[src/rtl/regfile_writeback_arbiter.sv]
// regfile_writeback_arbiter
//   Merges MEM/WB retirements and out-of-band Booth multiplier results onto the
//   single register-file write port. Multiplier results queue in a small FIFO;
//   if the FIFO head keeps losing to the pipeline, stall_pipe forces a drain.
// Ports
//   clk, rst                    clock, async active-high reset
//   wb_valid/wb_reg_write/...   MEM/WB retirement slot
//   mul_valid/mul_dest/...      multiplier result handshake (mul_ready = !full)
//   stall_pipe                  upstream must hold MEM/WB this cycle
//   RegWrite/Write_Register/
//   Write_Data                  registered register-file write port
module regfile_writeback_arbiter #(
  parameter int FIFO_DEPTH   = 2,
  parameter int STARVE_LIMIT = 4
) (
  input  logic        clk,
  input  logic        rst,
  input  logic        wb_valid,
  input  logic        wb_reg_write,
  input  logic        wb_mem_to_reg,
  input  logic [4:0]  wb_dest,
  input  logic [31:0] wb_alu_result,
  input  logic [31:0] wb_mem_data,
  input  logic        mul_valid,
  input  logic [4:0]  mul_dest,
  input  logic [31:0] mul_result,
  output logic        mul_ready,
  output logic        stall_pipe,
  output logic        RegWrite,
  output logic [4:0]  Write_Register,
  output logic [31:0] Write_Data
);

  localparam int AW = $clog2(FIFO_DEPTH);
  localparam int CW = $clog2(FIFO_DEPTH) + 1;
  localparam int SW = $clog2(STARVE_LIMIT + 1);

  typedef struct packed {
    logic [4:0]  dest;
    logic [31:0] data;
  } wb_ent_t;

  wb_ent_t [FIFO_DEPTH-1:0] fifo_q;
  logic [AW-1:0] wr_ptr, rd_ptr;
  logic [CW-1:0] occ;
  logic [SW-1:0] starve_cnt;

  logic    fifo_full, fifo_req, starved;
  logic    pipe_req, push, pop;
  wb_ent_t head;
  logic [31:0] wb_data;

  assign fifo_full  = (occ == CW'(FIFO_DEPTH));
  assign fifo_req   = (occ != '0);
  assign starved    = (starve_cnt == SW'(STARVE_LIMIT));
  assign stall_pipe = fifo_req & starved;
  assign mul_ready  = ~fifo_full;

  // wb_* are don't-care during a stall; upstream re-presents them next cycle.
  assign pipe_req = wb_valid & wb_reg_write & (wb_dest != 5'd0) & ~stall_pipe;
  assign pop      = ~pipe_req & fifo_req;
  // Writes to r0 are accepted off the multiplier but never occupy a slot.
  assign push     = mul_valid & ~fifo_full & (mul_dest != 5'd0);

  assign head    = fifo_q[rd_ptr];
  assign wb_data = wb_mem_to_reg ? wb_mem_data : wb_alu_result;

  // Storage carries no reset: occupancy alone defines what is live.
  always_ff @(posedge clk) begin
    if (push) fifo_q[wr_ptr] <= '{dest: mul_dest, data: mul_result};
  end

  always_ff @(posedge clk or posedge rst) begin
    if (rst) begin
      wr_ptr <= '0;
      rd_ptr <= '0;
      occ    <= '0;
    end else begin
      if (push) wr_ptr <= wr_ptr + 1'b1;
      if (pop)  rd_ptr <= rd_ptr + 1'b1;
      occ <= occ + CW'(push) - CW'(pop);
    end
  end

  // Counts cycles the head loses to the pipeline; saturates so stall holds
  // until the forced pop clears it.
  always_ff @(posedge clk or posedge rst) begin
    if (rst)                         starve_cnt <= '0;
    else if (pop || !fifo_req)       starve_cnt <= '0;
    else if (pipe_req && !starved)   starve_cnt <= starve_cnt + 1'b1;
  end

  always_ff @(posedge clk or posedge rst) begin
    if (rst) begin
      RegWrite       <= 1'b0;
      Write_Register <= '0;
      Write_Data     <= '0;
    end else if (pipe_req) begin
      RegWrite       <= 1'b1;
      Write_Register <= wb_dest;
      Write_Data     <= wb_data;
    end else if (pop) begin
      RegWrite       <= 1'b1;
      Write_Register <= head.dest;
      Write_Data     <= head.data;
    end else begin
      RegWrite       <= 1'b0;
    end
  end

endmodule

[config.mk]
export PLATFORM = sky130hd
export DESIGN_NAME = regfile_writeback_arbiter
export DESIGN_NICKNAME = d
export VERILOG_FILES = /design/src/rtl/regfile_writeback_arbiter.sv
export SDC_FILE = /design/constraint.sdc
export NUM_CORES = 1
export LEC_CHECK = 0
export BUFFER_PORTS_ARGS = -buffer_cell sky130_fd_sc_hd__buf_2
export CELL_PAD_IN_SITES_DETAIL_PLACEMENT = 1
export CELL_PAD_IN_SITES_GLOBAL_PLACEMENT = 2
export CORE_ASPECT_RATIO = 0.5
export CORE_MARGIN = 5
export CORE_UTILIZATION = 35
export DETAILED_ROUTE_END_ITERATION = 6
export GPL_TIMING_DRIVEN = 0
export PLACE_DENSITY = 0.83
export SLEW_MARGIN = 20
export SYNTH_ARGS = -nofsm -noshare
export SYNTH_HDL_FRONTEND = slang
export SYNTH_SLANG_ARGS = --single-unit
export TNS_END_PERCENT = 10
[constraint.sdc]
create_clock -name clk -period 3.1 [get_ports clk]
set_input_delay 0.93 -clock clk [delete_from_list [all_inputs] [get_ports clk]]
set_output_delay 0.93 -clock clk [all_outputs]
set_load 0.02 [all_outputs]
---- Word-level counts from Yosys, hierarchy flattened ----
Cells that the tools add are included.
operators by class
  equal/unequal tests ..................... 2
  mux-type cells .......................... 14
  reduce and logical (&&, ||, !) cells .... 10
  divide/modulo/power cells ............... 0
  $mul .................................... 0
  shift operators ......................... 0
  magnitude comparators ................... 3
  $add $sub $neg .......................... 5
  bitwise gates (word level) .............. 10
operators with widths
  cell                                                                           count
  37-bit two-way mux                                                             3
  32-bit two-way mux                                                             3
  74-bit bitwise mux                                                             1
  37-bit demux with 1-bit select                                                 1
  5-bit two-way mux                                                              2
  5-bit nonzero test                                                             2
  1-bit AND                                                                      7
  3-bit two-way mux                                                              2
  2-bit nonzero test                                                             3
  1-bit by 2-bit less-than comparator with 1-bit output (second input constant)  2
  3-bit by 1-bit adder with 3-bit output (second input constant)                 1
  3-bit == test (second input constant)                                          1
  1-bit inverter                                                                 3
  1-bit adder (second input constant)                                            2
  2-bit by 1-bit adder with 2-bit output                                         1
  2-bit == test (second input constant)                                          1
  1-bit logical AND                                                              2
  1-bit zero test                                                                2
  1-bit two-way mux                                                              2
  2-bit by 1-bit subtractor with 2-bit output                                    1
  1-bit greater-or-equal comparator (second input constant)                      1
  1-bit logical OR                                                               1
word-level totals
  memories ................................ 0
  latch bits .............................. 0
  RAM bits ................................ 0
  word-level logic and storage cells ...... 55
  output and inout bits ................... 40
  ROM bits ................................ 0
  flip-flop bits (word level) ............. 119

---- Longest topological paths before layout ----
Gate-level depths: netlist (run 1).
  depth after elaboration ................. 8
  depth in mapped cells ................... 12

---- Least setup slack after synthesis (run 1) ----
No wires, ideal clock.
  path kind ............................... input -> register
  start point ............................. input port mul_dest[3]
  end point ............................... register fifo_q[0] (netlist name), enable pin
  library setup time ...................... 431 ps
  slack ................................... -68 ps
  data arrival time ....................... 2737 ps
  cell stages on the path ................. 3
  cells stage by stage .................... or4_1 > o211ai_2 > nor2_1
between the ends
  word-level cells in the longest chain between the ends .. 2
RTL lines
  item                             line  RTL
  from (decl)                      25    input logic [4:0] mul_dest,
  5-bit nonzero test               63    assign push = mul_valid & ~fifo_full & (mul_dest != 5'd0);
  1-bit AND                        63
  to (signal, indexed assignment)  70    if (push) fifo_q[wr_ptr] <= '{dest: mul_dest, data: mul_result};
  to (decl)                        43    wb_ent_t [FIFO_DEPTH-1:0] fifo_q;
Every way passes these cells.
A chain may end at the register's enable or synchronous reset.

---- Worst setup path after layout (run 1) ----
  start point ............................. input port wb_dest[0]
  end point ............................... register occ[1]
between the ends
  word-level cells in the longest chain between the ends .. 6
RTL lines
  item                                         line  RTL
  from (decl)                                  21    input logic [4:0] wb_dest,
  5-bit nonzero test                           60    assign pipe_req = wb_valid & wb_reg_write & (wb_dest != 5'd0) & ~stall_pipe;
  1-bit AND (2 in a row)                       60
  1-bit inverter                               61    assign pop = ~pipe_req & fifo_req;
  1-bit AND                                    61
  via pop                                      49    logic pipe_req, push, pop;
  2-bit by 1-bit subtractor with 2-bit output  81    occ <= occ + CW'(push) - CW'(pop);
  to (signal assigned)                         81
  to (decl)                                    45    logic [CW-1:0] occ;
The timed path passes the listed nets, and every way through them passes these cells.

==> results.sh, run 1 <==
export IMPL_setup_ws_ns=0.6045
export IMPL_fin_crit_ns=2.495
export IMPL_die_area_sq_um=17560
export IMPL_root_buffer="clkbuf_16"
export IMPL_critPathRequiredTime_ns=3.42
export IMPL_rsz0062_at_grt="false"
export IMPL_drc=0
export IMPL_synth_flop_cell="edfxtp_1"
export IMPL_io_buffers=150
export IMPL_antenna_found_initial=0
export IMPL_start_kind="primary input"
export IMPL_drt_met1_wl_mm=5.476
export IMPL_wl_met3_microns=439
export IMPL_dp_cells=669
export IMPL_synthArstFlopShare=0.3782
export IMPL_clock_sinks=119
export IMPL_r2r_slack_ns=0.69
export IMPL_reg2reg_to="occ[1]"
export IMPL_area_growth_pct=31.92
export IMPL_hpwl_mm=9.198
export IMPL_synthTopCellsByCount="mux2i_1 (101), edfxtp_1 (74), dfrtp_1 (45), mux2_2 (37), buf_2 (7)"
export IMPL_postCtsSetupBuffers=0
export IMPL_power_density_nw_per_um2=962.2
export IMPL_synth_most_common_cell="mux2i_1"
export IMPL_grt_max_degree=46
export IMPL_r2r_start="occ[1]"
export IMPL_grt_usage=0.1476
export IMPL_viasPerCell=4.633
export IMPL_clkTransAtPathRegs_ns=0.06
export IMPL_status="finished, final reports clean"
export IMPL_io_pins=152
export IMPL_yosysTopAreaCell="edfxtp_1"
export IMPL_die_h_microns=96.23
export IMPL_synth_edf_count=74
export IMPL_min_path_type="reg2reg"
export IMPL_highest_layer="met4"
export IMPL_setup_viol=0
export IMPL_ys_ff_latch=119
export IMPL_fin_cells=701
export IMPL_antennaDiodeCount=0
export IMPL_coreArea_sq_um=14510
export IMPL_netlist_area_sq_um=5205
export IMPL_cts_tree="done"
export IMPL_final_hold_viol_count=0
export IMPL_yosysWarnings=0
export IMPL_synth_distinct_cells=27
export IMPL_grt_ovfl_total=0
export IMPL_drt_wl_total_mm=12.59
export IMPL_drtAntennaViolNets=0
export IMPL_worstSetupEndpointType="flop"
export IMPL_clock_skew_ns=0.01229
export IMPL_cap_violations=0
export IMPL_post_synth_inst_count=319
export IMPL_synth_area_leaders="edfxtp_1 (43%), dfrtp_1 (22%), mux2i_1 (19%), mux2_2 (8.0%), ha_1 (0.96%)"
export IMPL_drive_above_1_share=0.4791
export IMPL_htree_levels=4
export IMPL_reg2reg_depth=11
export IMPL_dieWidth_microns=182.5
export IMPL_finalCritPeriodShare=0.8050
export IMPL_path_max_fanout=10
export IMPL_clock_latency_ns=0.40
export IMPL_path_class="in2reg"
export IMPL_wl_met2_mm=6.562
export IMPL_initial_core_util=0.3588
export IMPL_post_cts_resized=0
export IMPL_yosysTopAreaCellShare=0.4269
export IMPL_vias=3248
export IMPL_fin_nets=606
export IMPL_drtIter0Drc=77
export IMPL_place_ws_ns=0.1837
export IMPL_crit_start="wb_dest[0]"
export IMPL_total_power_mw=6.607
export IMPL_endpoint="occ[1]"
export IMPL_ys_seq_area_frac=0.6433
export IMPL_postCtsHoldBufs=0
export IMPL_cts_buffers=17
export IMPL_vdd_ir_drop_worst_v=0.0004115
export IMPL_worst_pin_slew_ns=0.8832
export IMPL_max_freq_ghz=0.4007
export IMPL_arrival_ns=2.82
export IMPL_num_rows=31
export IMPL_syn_nets=435
export IMPL_slew_violations=0
export IMPL_relSlewSlack=0.4112
export IMPL_leakage_nw=3.064
export IMPL_wl_per_cell_microns=17.96
export IMPL_avgSynthCellArea_sq_um=16.32
export IMPL_cts_buffer_depth=2
export IMPL_grt_first_pass_wirelength_mm=19.58
export IMPL_n_fill_cell=1520
export IMPL_gp_congestion=0.7486
export IMPL_drt_pre_antenna_iters=4
export IMPL_grt_pass1_vias=3628
==> cell families (layout without fill, tap and decap cells) <==
| family | count (synthesis) | after routing | share of synthesized area |
|---|---|---|---|
| AO/OA/AOI/OAI | 11 | 11 | 0.01611 |
| XOR/XNOR | 4 | 4 | 0.006732 |
| adder cells (fa/ha/maj) | 4 | 4 | 0.009616 |
| buffers and inverters | 25 | 209 | 0.02981 |
| flip-flops | 119 | 119 | 0.6433 |
| multiplexers | 138 | 138 | 0.2743 |
| AND/OR/NAND/NOR | 18 | 18 | 0.02019 |
==> worst max-delay path: stages <==
cell and delay, ns:
buf_2 0.11, or3_4 0.38, o2111a_1 0.25, buf_6 0.15, buf_6 0.16, nor2_1 0.11, ha_1 0.24, inv_1 0.06
ha_1 0.15, xnor2_1 0.14, xnor2_1 0.13
==> worst min-delay path by stage <==
stage | from | end | cells after the start
floorplan | wr_ptr | wr_ptr | 1
global placement | wr_ptr | wr_ptr | 1
detailed placement | wr_ptr | wr_ptr | 1
CTS | Write_Data[11] | Write_Data[11] | 2
global route | Write_Data[6] | Write_Data[6] | 2
finish | Write_Data[11] | Write_Data[11] | 2
==> registers in the layout, summed over array words and instances, names as in the netlist <==
| register | cells |
|---|---|
| RegWrite | 1 |
| starve_cnt | 3 |
| rd_ptr | 1 |
| fifo_q | 74 |
| Write_Data | 32 |
| occ | 2 |
| Write_Register | 5 |
| wr_ptr | 1 |
==> cell usage in the layout, fill, tap and decap left out, types with 2 or more instances in the layout <==
| cell | synthesis | routed |
|---|---|---|
| and3_1 | 4 | 4 |
| clkbuf_1 | 6 | 6 |
| inv_1 | 6 | 5 |
| buf_6 | 4 | 4 |
| bufinv_16 | 0 | 3 |
| nor2_1 | 4 | 2 |
| nand2b_1 | 3 | 3 |
| a21oi_1 | 3 | 3 |
| mux2_2 | 37 | 37 |
| ha_1 | 4 | 4 |
| buf_12 | 0 | 2 |
| clkinv_2 | 0 | 3 |
| nor3_1 | 3 | 3 |
| clkinv_4 | 0 | 5 |
| dfrtp_1 | 45 | 45 |
| or2_2 | 2 | 2 |
| xnor2_1 | 3 | 3 |
| clkbuf_16 | 0 | 17 |
| clkinvlp_4 | 0 | 3 |
| nor2_4 | 0 | 2 |
| o2bb2ai_1 | 2 | 2 |
| mux2i_1 | 101 | 101 |
| buf_2 | 7 | 157 |
| edfxtp_1 | 74 | 74 |
| buf_8 | 2 | 2 |
==> stage by stage <==
step,utilization,hold WS (ns),setup TNS [ns],cell area [sq um]
after global routing,0.4733,0.5876,0,6867
after global placement,0.4276,0.4820,-104.46,6203
after CTS,0.4733,0.5625,0,6867
final,0.4733,0.5561,0,6867
after detailed placement,0.4316,0.5494,0,6261
after floorplan,-,0.4681,-5.042,5205
==> layer usage <==
metal	track usage	vias to the layer above
li1	-	1547
met3	0.03322	8
met5	0	-
met2	0.2568	60
met4	0.05243	0
met1	0.1839	1633
==> final cells by class <==
type / instances / area (sq um) / share of cell area
Buffer: 19 / 132.6 / 0.01931
Multi-Input combinational cell: 175 / 1717 / 0.2500
Sequential cell: 119 / 3348 / 0.4876
Timing Repair Buffer: 152 / 790.8 / 0.1152
Inverter: 6 / 25.02 / 0.003644
Clock inverter: 15 / 180.2 / 0.02624
Tap cell: 198 / 247.7 / 0.03608
Clock buffer: 17 / 425.4 / 0.06195
==> power breakdown <==
group	internal (mW)	switching, mW	leakage (nW)
combinational	0.945	1.25	1.56
sequential	2.23	0.199	1.22
clock	1.27	0.711	0.289
total	4.44	2.16	3.06
Power figures use the tool's default switching activity.
==> inputs of run 2 (changes only) <==
==> constraint.sdc (replaced) <==
create_clock -name clk -period 2.45 [get_ports clk]
set_input_delay 0.735 -clock clk [delete_from_list [all_inputs] [get_ports clk]]
set_output_delay 0.735 -clock clk [all_outputs]
set_load 0.02 [all_outputs]
==> results.sh, run 2 (synthesized netlist as in run 1, its figures left out) <==
export IMPL_status="finished, final reports clean"
export IMPL_coreArea_sq_um=14510
export IMPL_drtAntennaViolNets=0
export IMPL_drc=0
export IMPL_drt_wl_total_mm=12.56
export IMPL_fin_area_sq_um=6864
export IMPL_reg_top3="fifo_q: 74 flops, Write_Data: 32 flops, Write_Register: 5 flops"
export IMPL_fin_nets=606
export IMPL_cp_slowest_cell="dfrtp_1"
export IMPL_crit_start="occ[1]"
export IMPL_grt_ovfl_total=0
export IMPL_critPathRequiredTime_ns=2.77
export IMPL_place_area_sq_um=6261
export IMPL_endpoint="occ[1]"
export IMPL_vias=3235
export IMPL_path_max_fanout=16
export IMPL_reg2reg_to="occ[1]"
export IMPL_cts_tree="done"
export IMPL_relSlewSlack=0.4111
export IMPL_postCtsHoldBufs=0
export IMPL_clkTransAtPathRegs_ns=0.06
export IMPL_num_rows=31
export IMPL_finalSetupTns_ns=0
export IMPL_final_util=0.4732
export IMPL_root_buffer="clkbuf_16"
export IMPL_drt_pre_antenna_iters=4
export IMPL_slew_violations=0
export IMPL_r2r_slack_ns=0.17
export IMPL_antennaDiodeCount=0
export IMPL_viasPerCell=4.615
export IMPL_path_class="reg2reg"
export IMPL_clock_skew_ns=0.01241
export IMPL_area_growth_pct=31.87
export IMPL_fin_crit_ns=2.283
export IMPL_arrival_ns=2.60
export IMPL_final_hold_viol_count=0
export IMPL_register_area_sq_um=3349
export IMPL_die_area_sq_um=17560
export IMPL_mostFrequentLayoutCells="buf_2 (157), mux2i_1 (101), edfxtp_1 (74)"
export IMPL_io_pins=152
export IMPL_rsz0062_at_grt="false"
export IMPL_grt_pass1_vias=3628
export IMPL_cts_buffer_depth=2
export IMPL_antenna_found_initial=0
export IMPL_vdd_ir_drop_worst_v=0.0004926
export IMPL_r2r_start="occ[1]"
export IMPL_max_freq_ghz=0.4380
export IMPL_htree_levels=4
export IMPL_reg2reg_depth=10
export IMPL_crit_family="compound AO/OA/AOI/OAI gates"
export IMPL_finalCritPeriodShare=0.9318
export IMPL_max_stage_delay_ns=0.37
export IMPL_worst_pin_slew_ns=0.8833
export IMPL_dieWidth_microns=182.5
export IMPL_min_path_type="in2async"
export IMPL_regMostFlops="fifo_q"
export IMPL_drtIter0Drc=79
export IMPL_total_power_mw=8.359
export IMPL_grt_usage=0.1476
export IMPL_worstSetupEndpointType="flop"
export IMPL_clock_sinks=119
export IMPL_grt_max_degree=46
export IMPL_path_depth=10
export IMPL_power_density_nw_per_um2=1218
export IMPL_clock_latency_ns=0.40
export IMPL_leakage_nw=3.061
export IMPL_die_h_microns=96.23
export IMPL_multiInputGateArea_sq_um=1717
export IMPL_grt_first_pass_wirelength_mm=19.58
export IMPL_critical_path_cell_chain="buf_6, o211ai_1, o2111a_1, buf_6, nor2_1, ha_1, inv_1, ha_1, xnor2_1, xnor2_1"
export IMPL_path_buf_inv=3
export IMPL_setup_viol=0
export IMPL_n_fill_cell=1518
export IMPL_gp_congestion=0.7486
export IMPL_hpwl_mm=9.198
export IMPL_cts_buffers=17
export IMPL_cap_violations=0
export IMPL_start_kind="flop"
export IMPL_largest_reg_flops=74
export IMPL_drive_above_1_share=0.4811
export IMPL_final_common_cell="buf_2"
export IMPL_io_buffers=150
export IMPL_initial_core_util=0.3588
export IMPL_wl_per_cell_microns=17.92
==> run 2: cell types whose count changed in the layout (fill, tap and decap cells not counted) <==
cell / before / now
buf_4: 0 / 1
buf_6: 4 / 3
dfrtp_1: 45 / 44
dfrtp_2: 0 / 1
==> run 2: layout make-up <==
| type | count | area share |
|---|---|---|
| clock inverter | 15 | 0.02625 |
| buffer | 18 | 0.01768 |
| tap | 198 | 0.03609 |
| multi-input combinational | 175 | 0.2501 |
| sequential | 119 | 0.4880 |
| inverter | 6 | 0.003646 |
| clock buffer | 17 | 0.06198 |
| timing repair buffer | 153 | 0.1163 |
==> run 2: how the worst min path moves through the flow <==
stage	end	slack (ns)	cells after the start
CTS	Write_Data[3]	0.47	2
detailed placement	wr_ptr	0.55	1
global placement	wr_ptr	0.48	1
finish	Write_Data[3]	0.45	2
global route	Write_Data[3]	0.49	2
floorplan	wr_ptr	0.47	1
==> run 2: where the power goes <==
part	total, mW	internal [mW]	switching (mW)	leakage (nW)
Clock	2.50	1.60	0.900	0.289
Sequential	3.08	2.83	0.251	1.21
Combinational	2.78	1.19	1.58	1.56
Total	8.36	5.62	2.74	3.06
==> run 2: per-stage QoR <==
step,hold WS [ns],setup WS [ns],instances
6_report,0.4495,0.1671,701
2_1_floorplan,0.4681,-0.5231,319
3_3_place_gp,0.4820,-1.870,667
4_1_cts,0.4653,0.0005753,701
3_5_place_dp,0.5494,-0.2713,669
5_1_grt,0.4947,0.02121,701
==> run 2: what timing repair did <==
action | in CTS | in global routing
resized for setup | 0 | 1
setup buffers | 0 | 1
setup endpoints to repair | 0 | 1
==> run 2: layer usage <==
metal	wire, microns	track usage	vias to the layer above
met5	0	0	-
li1	-	-	1545
met2	6503	0.2568	60
met4	114	0.05243	0
met3	422	0.03322	8
met1	5521	0.1839	1622
==> run 2: worst register-to-register path, delay by kind of cell, from the launching register on <==
kind	cells	cell delay, ns
flip-flops	1	0.37
adder cells (fa/ha/maj)	2	0.47
buffers and inverters	3	0.41
XOR/XNOR	2	0.31
AND/OR/NAND/NOR	1	0.08
AO/OA/AOI/OAI	2	0.57
